<file path="src/rtl/bf_3_ser.sv">
// Stage-3 radix-2 butterflies over a captured 8-point frame, streamed out serially
// in bit-reversed order with a valid/ready handshake.
module bf_3_ser #(
    parameter bit SAT_EN = 1'b1
) (
    input  logic               clk,
    input  logic               reset,
    input  logic signed [15:0] y0_re,
    input  logic signed [15:0] y1_re,
    input  logic signed [15:0] y2_re,
    input  logic signed [15:0] y3_re,
    input  logic signed [15:0] y4_re,
    input  logic signed [15:0] y5_re,
    input  logic signed [15:0] y6_re,
    input  logic signed [15:0] y7_re,
    input  logic signed [15:0] y0_im,
    input  logic signed [15:0] y1_im,
    input  logic signed [15:0] y2_im,
    input  logic signed [15:0] y3_im,
    input  logic signed [15:0] y4_im,
    input  logic signed [15:0] y5_im,
    input  logic signed [15:0] y6_im,
    input  logic signed [15:0] y7_im,
    input  logic               en,
    input  logic               ifft,
    output logic               in_ready,
    output logic signed [15:0] out_re,
    output logic signed [15:0] out_im,
    output logic               out_valid,
    input  logic               out_ready,
    output logic [2:0]         out_idx,
    output logic               out_last,
    output logic               sat_flag
);

    typedef enum logic [1:0] {StIdle, StCalc, StSend} state_e;

    localparam int unsigned PairBase [4]  = '{0, 1, 4, 5};
    localparam int unsigned SendOrder [8] = '{0, 4, 2, 6, 1, 5, 3, 7};

    state_e             state_q, state_d;
    logic               armed_q;
    logic signed [15:0] y_re [8];
    logic signed [15:0] y_im [8];
    logic signed [15:0] cap_re_q [8], cap_re_d [8];
    logic signed [15:0] cap_im_q [8], cap_im_d [8];
    logic               ifft_q, ifft_d;
    logic signed [15:0] buf_re_q [8], buf_re_d [8];
    logic signed [15:0] buf_im_q [8], buf_im_d [8];
    logic signed [15:0] out_re_q, out_re_d, out_im_q, out_im_d;
    logic               out_valid_q, out_valid_d, out_last_q, out_last_d;
    logic [2:0]         out_idx_q, out_idx_d;
    logic               in_ready_q, in_ready_d, sat_q, sat_d;

    logic signed [16:0] sum_re [8], sum_im [8];
    logic signed [15:0] z_re [8], z_im [8];
    logic [15:0]        clip;
    logic signed [16:0] a_re, a_im, b_re, b_im, br, bi;

    assign y_re = '{y0_re, y1_re, y2_re, y3_re, y4_re, y5_re, y6_re, y7_re};
    assign y_im = '{y0_im, y1_im, y2_im, y3_im, y4_im, y5_im, y6_im, y7_im};

    // Operands widened to 17 bits so negating -32768 yields +32768; sums fit exactly.
    always_comb begin
        sum_re = '{default: '0};
        sum_im = '{default: '0};
        a_re = '0; a_im = '0; b_re = '0; b_im = '0; br = '0; bi = '0;
        for (int i = 0; i < 4; i++) begin
            a_re = {cap_re_q[PairBase[i]][15], cap_re_q[PairBase[i]]};
            a_im = {cap_im_q[PairBase[i]][15], cap_im_q[PairBase[i]]};
            b_re = {cap_re_q[PairBase[i] + 2][15], cap_re_q[PairBase[i] + 2]};
            b_im = {cap_im_q[PairBase[i] + 2][15], cap_im_q[PairBase[i] + 2]};
            br = b_re;
            bi = b_im;
            if (i % 2 == 1) begin
                br = ifft_q ? -b_im : b_im;
                bi = ifft_q ? b_re  : -b_re;
            end
            sum_re[PairBase[i]]     = a_re + br;
            sum_im[PairBase[i]]     = a_im + bi;
            sum_re[PairBase[i] + 2] = a_re - br;
            sum_im[PairBase[i] + 2] = a_im - bi;
        end
    end

    always_comb begin
        clip = '0;
        for (int k = 0; k < 8; k++) begin
            z_re[k] = sum_re[k][15:0];
            z_im[k] = sum_im[k][15:0];
            if (SAT_EN) begin
                if (sum_re[k] > 17'sd32767) begin
                    z_re[k] = 16'sh7fff; clip[2*k] = 1'b1;
                end else if (sum_re[k] < -17'sd32768) begin
                    z_re[k] = 16'sh8000; clip[2*k] = 1'b1;
                end
                if (sum_im[k] > 17'sd32767) begin
                    z_im[k] = 16'sh7fff; clip[2*k+1] = 1'b1;
                end else if (sum_im[k] < -17'sd32768) begin
                    z_im[k] = 16'sh8000; clip[2*k+1] = 1'b1;
                end
            end
        end
    end

    always_comb begin
        state_d     = state_q;
        cap_re_d    = cap_re_q;
        cap_im_d    = cap_im_q;
        ifft_d      = ifft_q;
        buf_re_d    = buf_re_q;
        buf_im_d    = buf_im_q;
        out_re_d    = out_re_q;
        out_im_d    = out_im_q;
        out_valid_d = out_valid_q;
        out_last_d  = out_last_q;
        out_idx_d   = out_idx_q;
        in_ready_d  = in_ready_q;
        sat_d       = sat_q;
        unique case (state_q)
            StIdle: begin
                // armed_q blocks a capture on the edge that coincides with reset release.
                if (en && armed_q) begin
                    cap_re_d   = y_re;
                    cap_im_d   = y_im;
                    ifft_d     = ifft;
                    sat_d      = 1'b0;
                    in_ready_d = 1'b0;
                    state_d    = StCalc;
                end
            end
            StCalc: begin
                for (int k = 0; k < 8; k++) begin
                    buf_re_d[k] = z_re[SendOrder[k]];
                    buf_im_d[k] = z_im[SendOrder[k]];
                end
                out_re_d    = z_re[0];
                out_im_d    = z_im[0];
                out_valid_d = 1'b1;
                out_idx_d   = 3'd0;
                out_last_d  = 1'b0;
                sat_d       = |clip;
                state_d     = StSend;
            end
            StSend: begin
                if (out_ready) begin
                    if (out_idx_q == 3'd7) begin
                        out_valid_d = 1'b0;
                        out_last_d  = 1'b0;
                        out_idx_d   = 3'd0;
                        in_ready_d  = 1'b1;
                        state_d     = StIdle;
                    end else begin
                        out_idx_d  = out_idx_q + 3'd1;
                        out_re_d   = buf_re_q[out_idx_d];
                        out_im_d   = buf_im_q[out_idx_d];
                        out_last_d = (out_idx_d == 3'd7);
                    end
                end
            end
            default: state_d = StIdle;
        endcase
    end

    always_ff @(posedge clk or negedge reset) begin
        if (!reset) begin
            state_q     <= StIdle;
            armed_q     <= 1'b0;
            cap_re_q    <= '{default: '0};
            cap_im_q    <= '{default: '0};
            ifft_q      <= 1'b0;
            buf_re_q    <= '{default: '0};
            buf_im_q    <= '{default: '0};
            out_re_q    <= '0;
            out_im_q    <= '0;
            out_valid_q <= 1'b0;
            out_last_q  <= 1'b0;
            out_idx_q   <= '0;
            in_ready_q  <= 1'b1;
            sat_q       <= 1'b0;
        end else begin
            state_q     <= state_d;
            armed_q     <= 1'b1;
            cap_re_q    <= cap_re_d;
            cap_im_q    <= cap_im_d;
            ifft_q      <= ifft_d;
            buf_re_q    <= buf_re_d;
            buf_im_q    <= buf_im_d;
            out_re_q    <= out_re_d;
            out_im_q    <= out_im_d;
            out_valid_q <= out_valid_d;
            out_last_q  <= out_last_d;
            out_idx_q   <= out_idx_d;
            in_ready_q  <= in_ready_d;
            sat_q       <= sat_d;
        end
    end

    assign in_ready  = in_ready_q;
    assign out_re    = out_re_q;
    assign out_im    = out_im_q;
    assign out_valid = out_valid_q;
    assign out_idx   = out_idx_q;
    assign out_last  = out_last_q;
    assign sat_flag  = sat_q;

endmodule

</file>
<file path="config.mk">
export PLATFORM = sky130hd
export DESIGN_NAME = bf_3_ser
export DESIGN_NICKNAME = d
export VERILOG_FILES = /design/src/rtl/bf_3_ser.sv
export SDC_FILE = /design/constraint.sdc
export NUM_CORES = 2
export LEC_CHECK = 0
export CAP_MARGIN = 40
export CELL_PAD_IN_SITES_DETAIL_PLACEMENT = 1
export CELL_PAD_IN_SITES_GLOBAL_PLACEMENT = 1
export CORE_MARGIN = 8
export CORE_UTILIZATION = 49
export DETAILED_ROUTE_END_ITERATION = 10
export PLACE_DENSITY = 0.86
export SETUP_SLACK_MARGIN = 0.3
export SYNTH_ARGS = -nofsm -noshare
export SYNTH_HDL_FRONTEND = slang
export SYNTH_SLANG_ARGS = --single-unit
</file>
<file path="constraint.sdc">
create_clock -name clk -period 10.8 [get_ports clk]
set_clock_uncertainty 0.15 [all_clocks]
set_input_delay 2.16 -clock clk [delete_from_list [all_inputs] [get_ports clk]]
set_output_delay 2.16 -clock clk [all_outputs]
set_load 0.01 [all_outputs]
</file>
; ---- Word level (Yosys, flattened, before mapping)
; Cells that the tools add are included.
[classes]
muxes = 98
n_reduce_logical = 13
order_cmp = 33
n_addsub = 21
bitwise_logic = 1
n_eq_ne = 8
[op_table]
columns = cell, count
row1 = 2-to-1 mux 16 bit, 40
row2 = "> comparator 17 x 16 -> 1 bit, second input constant", 16
row3 = "< comparator 17 x 16 -> 1 bit, second input constant", 16
row4 = binary-select mux 16 bit (select 3 bit), 2
row5 = adder 16 x 16 -> 17 bit, 4
row6 = adder 16 x 17 -> 17 bit, 4
row7 = 2-to-1 mux 17 bit, 4
row8 = negator 16 -> 17 bit, 4
row9 = subtractor 16 x 16 -> 17 bit, 4
row10 = subtractor 16 x 17 -> 17 bit, 4
row11 = case mux 16 bit (2 select lines), 2
row12 = 2-to-1 mux 1 bit, 39
row13 = OR reduction 16 bit, 1
row14 = AND reduction 3 bit, 3
row15 = "!= test 2 bit, second input constant", 4
row16 = case mux 1 bit (2 select lines), 4
row17 = "== test 3 bit, second input constant", 2
row18 = 2-to-1 mux 2 bit, 3
row19 = 2-to-1 mux 3 bit, 2
row20 = case mux 2 bit (3 select lines), 1
row21 = case mux 3 bit (2 select lines), 1
row22 = AND reduction 2 bit, 3
row23 = nonzero test 2 bit, 3
row24 = ">= comparator 4 bit, second input constant", 1
row25 = other kinds (7), 7
[totals]
in_bits = 261
wordCells = 216
output_inout_bits = 39
regBits = 555

; ---- Longest topological paths before layout
[depth]
depth_word = 8
mapped_depth = 19
depth_no_buf = 18

; ---- Worst setup path before layout
; OpenSTA, ideal clock, no wires.
[synth_timing]
kind = register to register
start = reg cap_re_q[71] (netlist bit)
end = reg sat_q, in the netlist sat_flag
n_path_buf = 0
period_less_slack_ns = 5.171
slack_ns = 5.629
required_ns = 10.514
arrival_time_ns = 4.885
setup_ns = 0.136
stages_incl_launch_ff = 18
path_cell_list = dfrtp_1 or4_4 or3_4 nor4_1 nor2_1 xor2_1 inv_1 ha_1 nor3_1 nand3_1 o211a_1 xor2_1 xnor3_1 or4b_1 nand4b_1 or4_1 nor4_2 a31oi_1
[synth_between]
elab_chain_len = 8
[synth_rtl]
columns = element, line_no
row1 = "start, declared", 45  ; logic signed [15:0] cap_re_q [8], cap_re_d [8];
row2 = "start signal, assigned", 184  ; cap_re_q <= cap_re_d;
row3 = negator 16 -> 17 bit, 77  ; bi = ifft_q ? b_re : -b_re;
row4 = 2-to-1 mux 17 bit *, 77
row5 = adder 16 x 17 -> 17 bit / subtractor 16 x 17 -> 17 bit (equally long branches), "80, 82"
row6 = < comparator 17 x 16 -> 1 bit, 99  ; end else if (sum_im[k] < -17'sd32768) begin
row7 = 2-to-1 mux 1 bit, 99
row8 = 2-to-1 mux 1 bit, 97  ; if (sum_im[k] > 17'sd32767) begin
row9 = OR reduction 16 bit *, 142  ; sat_d = |clip;
row10 = case mux 1 bit (2 select lines) *, 120  ; unique case (state_q)
row11 = "end signal, assigned", 195  ; sat_q <= sat_d;
row12 = "end, declared", 53  ; logic in_ready_q, in_ready_d, sat_q, sat_d;
; Every way passes the cells marked *; elsewhere a longest branch is shown, timed or not.
; A chain may end at the register's enable or synchronous reset.

; ---- Worst setup path in the final report
; Same ends and word-level chain as after synthesis.

==> flow_summary_export.csv <==
group,metric,value,unit
status,status,"finished clean",
cells_and_area,fillCellCount,8765,
placed_design,routabilityCongestion,0.883,
clock_network,clockRootBuffer,"clkbuf_16",
logic_synthesis,yosysSeqAreaShare,37.5,%
timing,final.period_utilization,54.9,%
logic_synthesis,postSynth.asyncResetShare,100,%
logic_synthesis,synthTopCellsByArea,"dfrtp_1 (37%), nand2_1 (10%), ha_1 (9.0%)",
timing,maxSlewHeadroom,39.2,%
timing,setup_viol,0,
die,start_util,49.6,%
logic_synthesis,yosysUniqueCellTypes,85,
worst_setup_path,end_kind,"flop",
timing,worst_slack,4.87,ns
routing,drtPass1Iterations,5,
clock_network,post_cts_buffers,0,
clock_network,clkTransAtPathRegs,0.05,ns
logic_synthesis,syn_area,0.0370,mm²
global_routing,grt_max_degree,199,
cells_and_area,stdcell_area,0.0432,mm²
timing,tightest_slew,0.889,ns
timing,rsz0062_at_grt,"false",
clock_network,clock_latency,0.62,ns
logic_synthesis,yosysTopAreaCellShare,37.4,%
cells_and_area,area_growth,16.8,%
clock_network,cts_resized,0,
timing,min_period,5.93,ns
logic_synthesis,synthXorXnorAreaFrac,6.62,%
logic_synthesis,syn_avg_cell_area,8.44,µm²
cells_and_area,regArea,0.0139,mm²
cells_and_area,multiInputGateArea,0.0213,mm²
routing,ant_nets,0,
global_routing,grt_usage,28.3,%
flow_run,max_cap_violations,0,
worst_setup_path,worstSetupPathType,"flop to flop",
die,dieHeight,291,µm
routing,drt_iter0_markers,2336,
logic_synthesis,syn_nets,4932,
clock_network,h-tree-depth,3,
cells_and_area,stdcell_count,5598,
logic_synthesis,synth_compound_area_share,16.4,%
clock_network,cts.sinks,555,
placed_design,place.port_buffers,299,
cells_and_area,n_antenna_cell,0,
logic_synthesis,yosys.area_share.simple,18.2,%
global_routing,antenna_found_initial,4,
clock_network,cts_buffers,69,
cells_and_area,nNetsFinal,5123,
logic_synthesis,yosysWarnings,0,
timing,hold_viol,0,
routing,wl,122,mm
logic_synthesis,synth.area.mux_share,4.96,%
logic_synthesis,synth_cells,4388,
die,dieArea,0.0846,mm²
routing,routedWlPerCell,21.8,µm
clock_network,clk_path_buf_depth,3,
timing,fmax,0.169,GHz
die,row_count,100,
logic_synthesis,synthAdderAreaFrac,11.2,%
timing,maxSlewViolCount,0,
placed_design,dp_cells,5477,
die,io_pins,300,
clock_network,ctsHoldBuffers,0,
clock_network,cts_tree,"done",
routing,drc,0,
routing,avgViaCountPerCell,5.82,
placed_design,dp_slack,4.93,ns
global_routing,grt_pass1_wl,195,mm
placed_design,placed_area,0.0409,mm²
logic_synthesis,ys_ff_latch,555,
worst_setup_path,crit_path_max_fanout,10,
global_routing,grt-ovfl-total,0,
worst_setup_path,cp.required,11.10,ns
placed_design,dpl.hpwl,89.7,mm
cells_and_area,final_layout_size_suffix_gt1_share,5.83,%
die,core_area,0.0746,mm²
logic_synthesis,synth_top_area_cell,"dfrtp_1",
worst_setup_path,cp.arrival,6.22,ns
global_routing,grt_pass1_vias,35000,
logic_synthesis,ys.flop_type,"dfrtp_1",
die,die_w,291,µm
logic_synthesis,synth_top_family_by_area,"simple AND/OR/NAND/NOR gates",
worst_hold_path,hold_path.class,"flop to flop",
logic_synthesis,synth_edf_count,0,
routing,vias,32600,
timing,setup_tns,0,ns
worst_setup_path,worstSetupStartpointType,"flop",
==> cells in the mapped netlist (7+ instances only) <==
cell and n:
a221oi_1 7, o22ai_1 9, mux4_2 64, nand2b_1 49
o211ai_1 9, dfrtp_1 554, or3_1 31, nand3_1 26
o21a_1 19, nor3_1 54, and3_1 9, or2_2 9
ha_1 267, a21boi_0 7, and2_1 10, mux2_2 20
or4_1 11, nand4_1 7, a21oi_1 198, nor2b_1 46
buf_1 19, xor2_1 81, xnor2_1 193, nand2_1 1026
mux2i_1 17, fa_1 16, clkbuf_1 202, maj3_1 49
o31ai_1 37, a21o_1 47, o21bai_1 52, nor4_1 11
o21ai_0 483, a31oi_1 25, nor3b_1 10, o41ai_1 10
a211oi_1 32, nor2_1 289, a22o_1 11, inv_1 276
==> through the flow <==
| stage | hold WS (ns) | utilization [%] |
|---|---|---|
| 4_1_cts | 0.325 | 58.0 |
| 6_report | 0.324 | 58.0 |
| 2_1_floorplan | 0.283 | - |
| 3_3_place_gp | 0.295 | 54.6 |
| 5_1_grt | 0.335 | 58.0 |
| 3_5_place_dp | 0.302 | 54.9 |
==> path summary, 6_finish.rpt <==
| kind | start | depth (start not counted) | slack [ns] | endpoint |
|---|---|---|---|---|
| worst min-delay path | out_im[10]$_DFFE_PN0P_ | 1 | 0.32 | out_im[10]$_DFFE_PN0P_ |
| worst max register to register | cap_re_q[71]$_DFFE_PN0P_ | 17 | 4.87 | sat_flag$_DFFE_PN0P_ |
| min in group asynchronous | reset | 1 | 1.40 | b_re[13]$_DFFE_PN0P_ |
| worst max-delay path | cap_re_q[71]$_DFFE_PN0P_ | 17 | 4.87 | sat_flag$_DFFE_PN0P_ |
| worst min register to register | out_im[10]$_DFFE_PN0P_ | 1 | 0.32 | out_im[10]$_DFFE_PN0P_ |
| max in group asynchronous | reset | 4 | 7.10 | in_ready$_DFFE_PN1P_ |
==> placed cells by master, fill, tap and decap left out, drive strengths merged, types with 12 or more instances in the layout <==
master,netlist,final
nor3,54,54
mux2i,17,17
fa,16,16
a21o,47,47
or3,32,32
inv,276,278
a31oi,25,25
nand3,26,26
mux2,20,20
xor2,81,81
dfrtp,554,554
o21ai,489,489
o21bai,52,52
nor2b,46,46
o31ai,37,37
nor2,289,289
nand2b,49,49
clkdlybuf4s50,0,298
clkbuf,202,104
nor4,12,12
nand2,1026,1026
a21oi,198,198
xnor2,194,194
mux4,64,64
or4,12,12
a211oi,32,32
o21a,19,19
maj3,49,49
buf,20,44
ha,267,267
==> per-layer routing <==
metal | global-route usage (%) | vias to the layer above | wire, µm | part of all wire [%]
li1 | - | 15100 | - | -
met1 | 37.5 | 16400 | 53200 | 44
met2 | 47.9 | 837 | 59100 | 48
met3 | 4.16 | 231 | 6050 | 5.0
met4 | 8.04 | 4 | 3550 | 2.9
met5 | 0 | - | 27 | 0.022
==> registers in the layout (all words and copies together), names as in the netlist, 2 cells and up <==
register and count:
b_re 16, state_q 2, cap_re_q 96, out_im 16, cap_im_q 96, a_im 16, out_re 16, buf_im_q 128
out_idx 3, buf_re_q 128, b_im 16, a_re 16
==> final cells by class <==
| class | count | area share [%] |
|---|---|---|
| multi-input combinational | 3335 | 49.3 |
| sequential | 555 | 32.1 |
| timing repair buffer | 342 | 8.04 |
| clock buffer | 104 | 4.79 |
| tap | 969 | 2.80 |
| inverter | 276 | 2.41 |
| clock inverter | 17 | 0.573 |
==> critical path: stages (launching register included) <==
cell	delay [ns]
dfrtp_1	0.41
or4_4	0.55
or3_4	0.36
nor4_1	0.27
nor2_1	0.09
xor2_1	0.20
inv_1	0.07
ha_1	0.36
nor3_1	0.37
nand3_1	0.12
o211a_1	0.24
xor2_1	0.56
xnor3_1	0.40
or4b_1	0.53
nand4b_1	0.19
or4_1	0.53
nor4_2	0.24
a31oi_1	0.12
==> logic make-up (layout without fill, tap and decap cells) <==
logic type / Yosys count / after routing
buf+inv: 498 / 739
fa+ha+maj: 332 / 332
mux: 101 / 101
other cells: 1 / 1
xor+xnor: 276 / 276
simple gates: 1604 / 1604
compound gates: 1021 / 1021
flops: 555 / 555
Power is left out: the tool's default activity adds up to more than one toggle a clock period on the data nets, which glitch-free logic cannot reach.
